===== src/rtl/snow64_sliced_data_gatherer.sv =====
// Packs a stream of 8/16/32/64-bit scalar elements into one 64-bit sliced word.
// Lane k of element width W lands in bits [(k+1)*W-1 : k*W]; unused lanes read as zero.
//
// accumulator | meaning
// EMPTY       | acc_cnt == 0, next accepted element starts lane 0 and sets acc_size
// FILLING     | acc_cnt != 0, only elements of acc_size are accepted
module snow64_sliced_data_gatherer #(
    parameter int WIDTH__DATA = 64,
    parameter int WIDTH__SIZE = 2,
    parameter int NUM_BYTES   = 8
) (
    input  logic                   clk,
    input  logic                   rst_n,
    input  logic                   in_valid,
    output logic                   in_ready,
    input  logic [WIDTH__SIZE-1:0] in_size,
    input  logic [WIDTH__DATA-1:0] in_data,
    input  logic                   in_last,
    output logic                   out_valid,
    input  logic                   out_ready,
    output logic [WIDTH__DATA-1:0] out_data,
    output logic [WIDTH__SIZE-1:0] out_size,
    output logic [NUM_BYTES-1:0]   out_lane_mask
);

    logic [3:0]             acc_cnt;
    logic [WIDTH__DATA-1:0] acc_data;
    logic [NUM_BYTES-1:0]   acc_mask;
    logic [WIDTH__SIZE-1:0] acc_size;

    logic                   slot_free;
    logic                   mismatch;
    logic                   accept;
    logic                   flush;
    logic                   complete;
    logic [3:0]             lanes;
    logic [2:0]             byte_off;
    logic [WIDTH__DATA-1:0] elem;
    logic [NUM_BYTES-1:0]   elem_mask;
    logic [WIDTH__DATA-1:0] merged_data;
    logic [NUM_BYTES-1:0]   merged_mask;

    assign slot_free = !out_valid || out_ready;
    assign mismatch  = (acc_cnt != 4'd0) && in_valid && (in_size != acc_size);
    assign in_ready  = slot_free && !mismatch;
    assign accept    = in_valid && in_ready;
    // A size change closes the partial word early, but only when the output slot can take it.
    assign flush     = slot_free && mismatch;

    assign lanes    = 4'd8 >> in_size;
    assign byte_off = acc_cnt[2:0] << in_size;
    assign complete = accept && ((acc_cnt + 4'd1 == lanes) || in_last);

    always_comb begin
        elem      = '0;
        elem_mask = '0;
        case (in_size)
            2'd0: begin
                elem      = {56'd0, in_data[7:0]};
                elem_mask = 8'h01;
            end
            2'd1: begin
                elem      = {48'd0, in_data[15:0]};
                elem_mask = 8'h03;
            end
            2'd2: begin
                elem      = {32'd0, in_data[31:0]};
                elem_mask = 8'h0F;
            end
            default: begin
                elem      = in_data;
                elem_mask = 8'hFF;
            end
        endcase
    end

    assign merged_data = acc_data | (elem << {byte_off, 3'b000});
    assign merged_mask = acc_mask | (elem_mask << byte_off);

    always_ff @(posedge clk or negedge rst_n) begin
        if (!rst_n) begin
            acc_cnt       <= '0;
            acc_data      <= '0;
            acc_mask      <= '0;
            acc_size      <= '0;
            out_valid     <= 1'b0;
            out_data      <= '0;
            out_size      <= '0;
            out_lane_mask <= '0;
        end else begin
            if (out_valid && out_ready) begin
                out_valid <= 1'b0;
            end

            if (complete) begin
                out_data      <= merged_data;
                out_size      <= in_size;
                out_lane_mask <= merged_mask;
                out_valid     <= 1'b1;
                acc_cnt       <= '0;
                acc_data      <= '0;
                acc_mask      <= '0;
                acc_size      <= '0;
            end else if (accept) begin
                acc_data <= merged_data;
                acc_mask <= merged_mask;
                acc_size <= in_size;
                acc_cnt  <= acc_cnt + 4'd1;
            end else if (flush) begin
                out_data      <= acc_data;
                out_size      <= acc_size;
                out_lane_mask <= acc_mask;
                out_valid     <= 1'b1;
                acc_cnt       <= '0;
                acc_data      <= '0;
                acc_mask      <= '0;
                acc_size      <= '0;
            end
        end
    end

endmodule

===== config.mk =====
export PLATFORM = sky130hd
export DESIGN_NAME = snow64_sliced_data_gatherer
export DESIGN_NICKNAME = d
export VERILOG_FILES = /design/src/rtl/snow64_sliced_data_gatherer.sv
export SDC_FILE = /design/constraint.sdc
export NUM_CORES = 1
export LEC_CHECK = 0
export CELL_PAD_IN_SITES_DETAIL_PLACEMENT = 1
export CELL_PAD_IN_SITES_GLOBAL_PLACEMENT = 1
export CORE_UTILIZATION = 35
export CTS_CLUSTER_DIAMETER = 150
export CTS_CLUSTER_SIZE = 16
export DETAILED_ROUTE_END_ITERATION = 6
export PLACE_DENSITY_LB_ADDON = 0.05
export SLEW_MARGIN = 20
export SYNTH_ARGS = -nofsm -noshare
export SYNTH_HDL_FRONTEND = slang
export SYNTH_SLANG_ARGS = --single-unit

===== constraint.sdc =====
create_clock -name clk -period 3.2 [get_ports clk]
set_clock_uncertainty 0.15 [all_clocks]
set_input_delay 0.32 -clock clk [delete_from_list [all_inputs] [get_ports clk]]
set_output_delay 0.32 -clock clk [all_outputs]
set_load 0.02 [all_outputs]

==> impl_metrics.ini <==
[clocking]
clock_path_buffers = 2
insertion_delay_ns = 0.43
clk_pin_slew_ns = 0.07
cts_setup_buffers = 0
cts_resized = 0
ctsRootBufferMaster = clkbuf_16
htreeDepth = 4
cts_made_buffers = 17
cts_tree = yes
cts_sinks = 153

[yosys]
synth-edff-count = 0
synth_seq_area_share_pct = 51.3
ys.flop_type = dfrtp_1
avgSynthCellArea_um2 = 9.73
async_flop_share_pct = 100
synthesis.nets = 840
synth_seq_cells = 153
syn_inst = 767
syn_area_mm2 = 0.00746
yosys_warnings = 0
synth_cell_type_count = 56

[drt]
dr_total_vias = 7095
wire_per_inst_um = 22.8
firstDrtPassIters = 4
final_antenna_net_count = 0
drcViolationCount = 0
vias_per_cell = 5.89
drt-total-wl_um = 27500
drt_iter0_markers = 463

[worst_setup_path]
endpoint = in_ready
arrival_ns = 2.44
worstSetupStartpointType = flip-flop
worstSetupStartpoint = acc_cnt[2]$_DFFE_PN0P_
crit_fanout = 12
crit_slowest_cell = clkdlybuf4s50_1
crit_path_cell_trace = buf_4 -> nor2_1 -> a22oi_1 -> buf_4 -> a21boi_0 -> clkdlybuf4s50_1
slowest_delay_ns = 0.63
r2r_setup_slack_ns = 0.33
cp.required_ns = 2.73
end_kind = output port
rr_startpoint = acc_cnt[0]$_DFFE_PN0P_
critPathKind = reg2out
rr_worst_depth = 9
cp_common_cell = buf_4
r2r-end = acc_data[11]$_DFFE_PN0P_

[floorplanning]
initial_core_util_pct = 35.6
num_io_pins = 147
die_w_um = 148
core_area_mm2 = 0.0210
rows = 53
die_area_mm2 = 0.0219
die-height_um = 148

[final_layout]
diodes = 0
seq_area_mm2 = 0.00383
fin_area_mm2 = 0.00997
nets = 989
final_util_pct = 47.6
drive_above_1_share_pct = 11.5
multi_input_area_mm2 = 0.00326
final.fill_count = 2381
area_growth_pct = 33.5

[power]
peakVddDrop_uv = 441
powerDensity_mw_per_mm2 = 976
p_leak_uw = 0.00412
power_uw = 9730

[global_routing]
overflow = 0
grt_pass1_wl_um = 43100
grt_max_degree = 71
grt.total_usage_pct = 26.0
antenna_found_initial = 0
grt_pass1_vias = 7492

[timing]
relSlewSlack_pct = 29.6
fin_crit_ns = 2.91
finalCritPeriodShare_pct = 90.9
setup_viol = 0
rsz0062_at_grt = no
hold_viol_final = 0
tightest_slew_ns = 1.05
fin_tns_setup_ns = 0
drv_slew = 0
fmax_ghz = 0.344

[placement]
dpl_cell_area_mm2 = 0.00941
hpwl_um = 19100
routabilityCongestion = 0.809
io_buffers = 146

[run]
cap_violations = 0

[min_path]
hold_path.class = in2async

[run_status]
outcome = finished clean
-- state kept, by name, indices dropped and copies added, names as in the netlist --
signal	count
acc_size	2
out_valid	1
acc_mask	8
out_size	2
acc_cnt	4
out_data	64
out_lane_mask	8
acc_data	64
-- power breakdown --
part / total [µW] / internal [µW] / switching (µW)
combinational: 4710 / 1940 / 2770
clock: 1940 / 1020 / 920
sequential: 3080 / 2650 / 430
total: 9730 / 5610 / 4120
-- final cells by class --
| type | instances | area share (%) |
|---|---|---|
| sequential | 153 | 38.4 |
| multi-input combinational | 529 | 32.7 |
| timing repair buffer | 202 | 19.4 |
| clock buffer | 17 | 4.27 |
| tap | 275 | 3.45 |
| clock inverter | 15 | 1.27 |
| inverter | 13 | 0.490 |
-- placed cells by master (no fill, tap or decap), types with 9 or more instances in the layout --
master           synthesis  final
a221o_1                  9      9
buf_4                    5     51
a41oi_1                 24     24
inv_1                   13     13
o22a_1                  14     14
a21oi_1                 72     72
mux2i_1                  9      9
clkbuf_16                0     17
nand2_1                 47     46
o31ai_1                 12     12
inv_6                    0      9
a22o_1                  13     13
a31oi_1                 19     19
clkdlybuf4s50_1          0    144
nor3_1                  16     16
dfrtp_1                153    153
nor2_1                  72     72
a221oi_1                38     38
o21ai_0                111    111
-- cells in the mapped netlist, types with 5 or more instances --
master / instances / share of area [%]
a21oi_1: 72 / 4.8
a221o_1: 9 / 1.2
a221oi_1: 38 / 4.5
a22o_1: 13 / 1.5
a31oi_1: 19 / 1.6
a32o_1: 6 / 0.80
a41oi_1: 24 / 2.8
and3_1: 5 / 0.42
buf_2: 14 / 0.94
buf_4: 5 / 0.50
clkbuf_1: 44 / 2.2
dfrtp_1: 153 / 51
inv_1: 13 / 0.65
mux2i_1: 9 / 1.2
nand2_1: 47 / 2.4
nand2b_1: 5 / 0.42
nor2_1: 72 / 3.6
nor3_1: 16 / 1.1
nor3_2: 8 / 1.1
o21ai_0: 111 / 7.4
o22a_1: 14 / 1.6
o31ai_1: 12 / 1.2
xnor2_1: 5 / 0.59
-- how the worst min path moves through the flow --
stage / startpoint / end / cells past startpoint
final: rst_n / out_data[5]$_DFFE_PN0P_ / 2
after floorplan: rst_n / acc_cnt[0]$_DFFE_PN0P_ / 0
after global routing: rst_n / out_data[5]$_DFFE_PN0P_ / 2
after global placement: rst_n / out_data[5]$_DFFE_PN0P_ / 1
after CTS: in_size[1] / acc_size[1]$_DFFE_PN0P_ / 3
after detailed placement: rst_n / out_data[5]$_DFFE_PN0P_ / 1
-- what timing repair did --
action / in CTS / in global routing
endpoints found under the setup margin: 0 / 0
hold buffers: 1 / 0
endpoints found under the hold margin: 66 / 0
-- stage by stage --
| step | hold WS, ns | setup WS (ns) | std cells |
|---|---|---|---|
| 6_report | 0.301 | 0.293 | 1204 |
| 5_1_grt | 0.341 | 0.167 | 1204 |
| 4_1_cts | 0.334 | 0.284 | 1204 |
| 3_5_place_dp | 0.217 | 0.190 | 1171 |
| 3_3_place_gp | 0.209 | 0.278 | 1171 |
| 2_1_floorplan | -0.126 | 0.353 | 767 |
-- metal layers --
metal / part of all wire (%) / up-vias / global-route usage [%]
met5: 0 / - / 0
met4: 2.6 / 0 / 9.95
met3: 4.5 / 46 / 4.38
met2: 47 / 197 / 40.6
met1: 46 / 3660 / 36.0
li1: - / 3192 / -
-- worst max-delay path, delay by kind of cell (launching register included) --
family	cells	cell delay [ns]
DFF	1	0.48
and+or+nand+nor	1	0.16
AOI/OAI and AO/OA	2	0.31
buffers and inverters	3	1.06
-- logic make-up (layout without fill, tap and decap cells) --
group	Yosys count	in the layout	synth area share, %
AO/OA/AOI/OAI	341	341	30.3
AND/OR/NAND/NOR	170	170	10.6
flip-flops	153	153	51.3
buffers and inverters	85	247	5.23
multiplexers	9	9	1.21
XOR/XNOR	7	7	1.02
adder cells (fa/ha/maj)	2	2	0.335
Note: power is estimated with default switching activity, not from simulation.
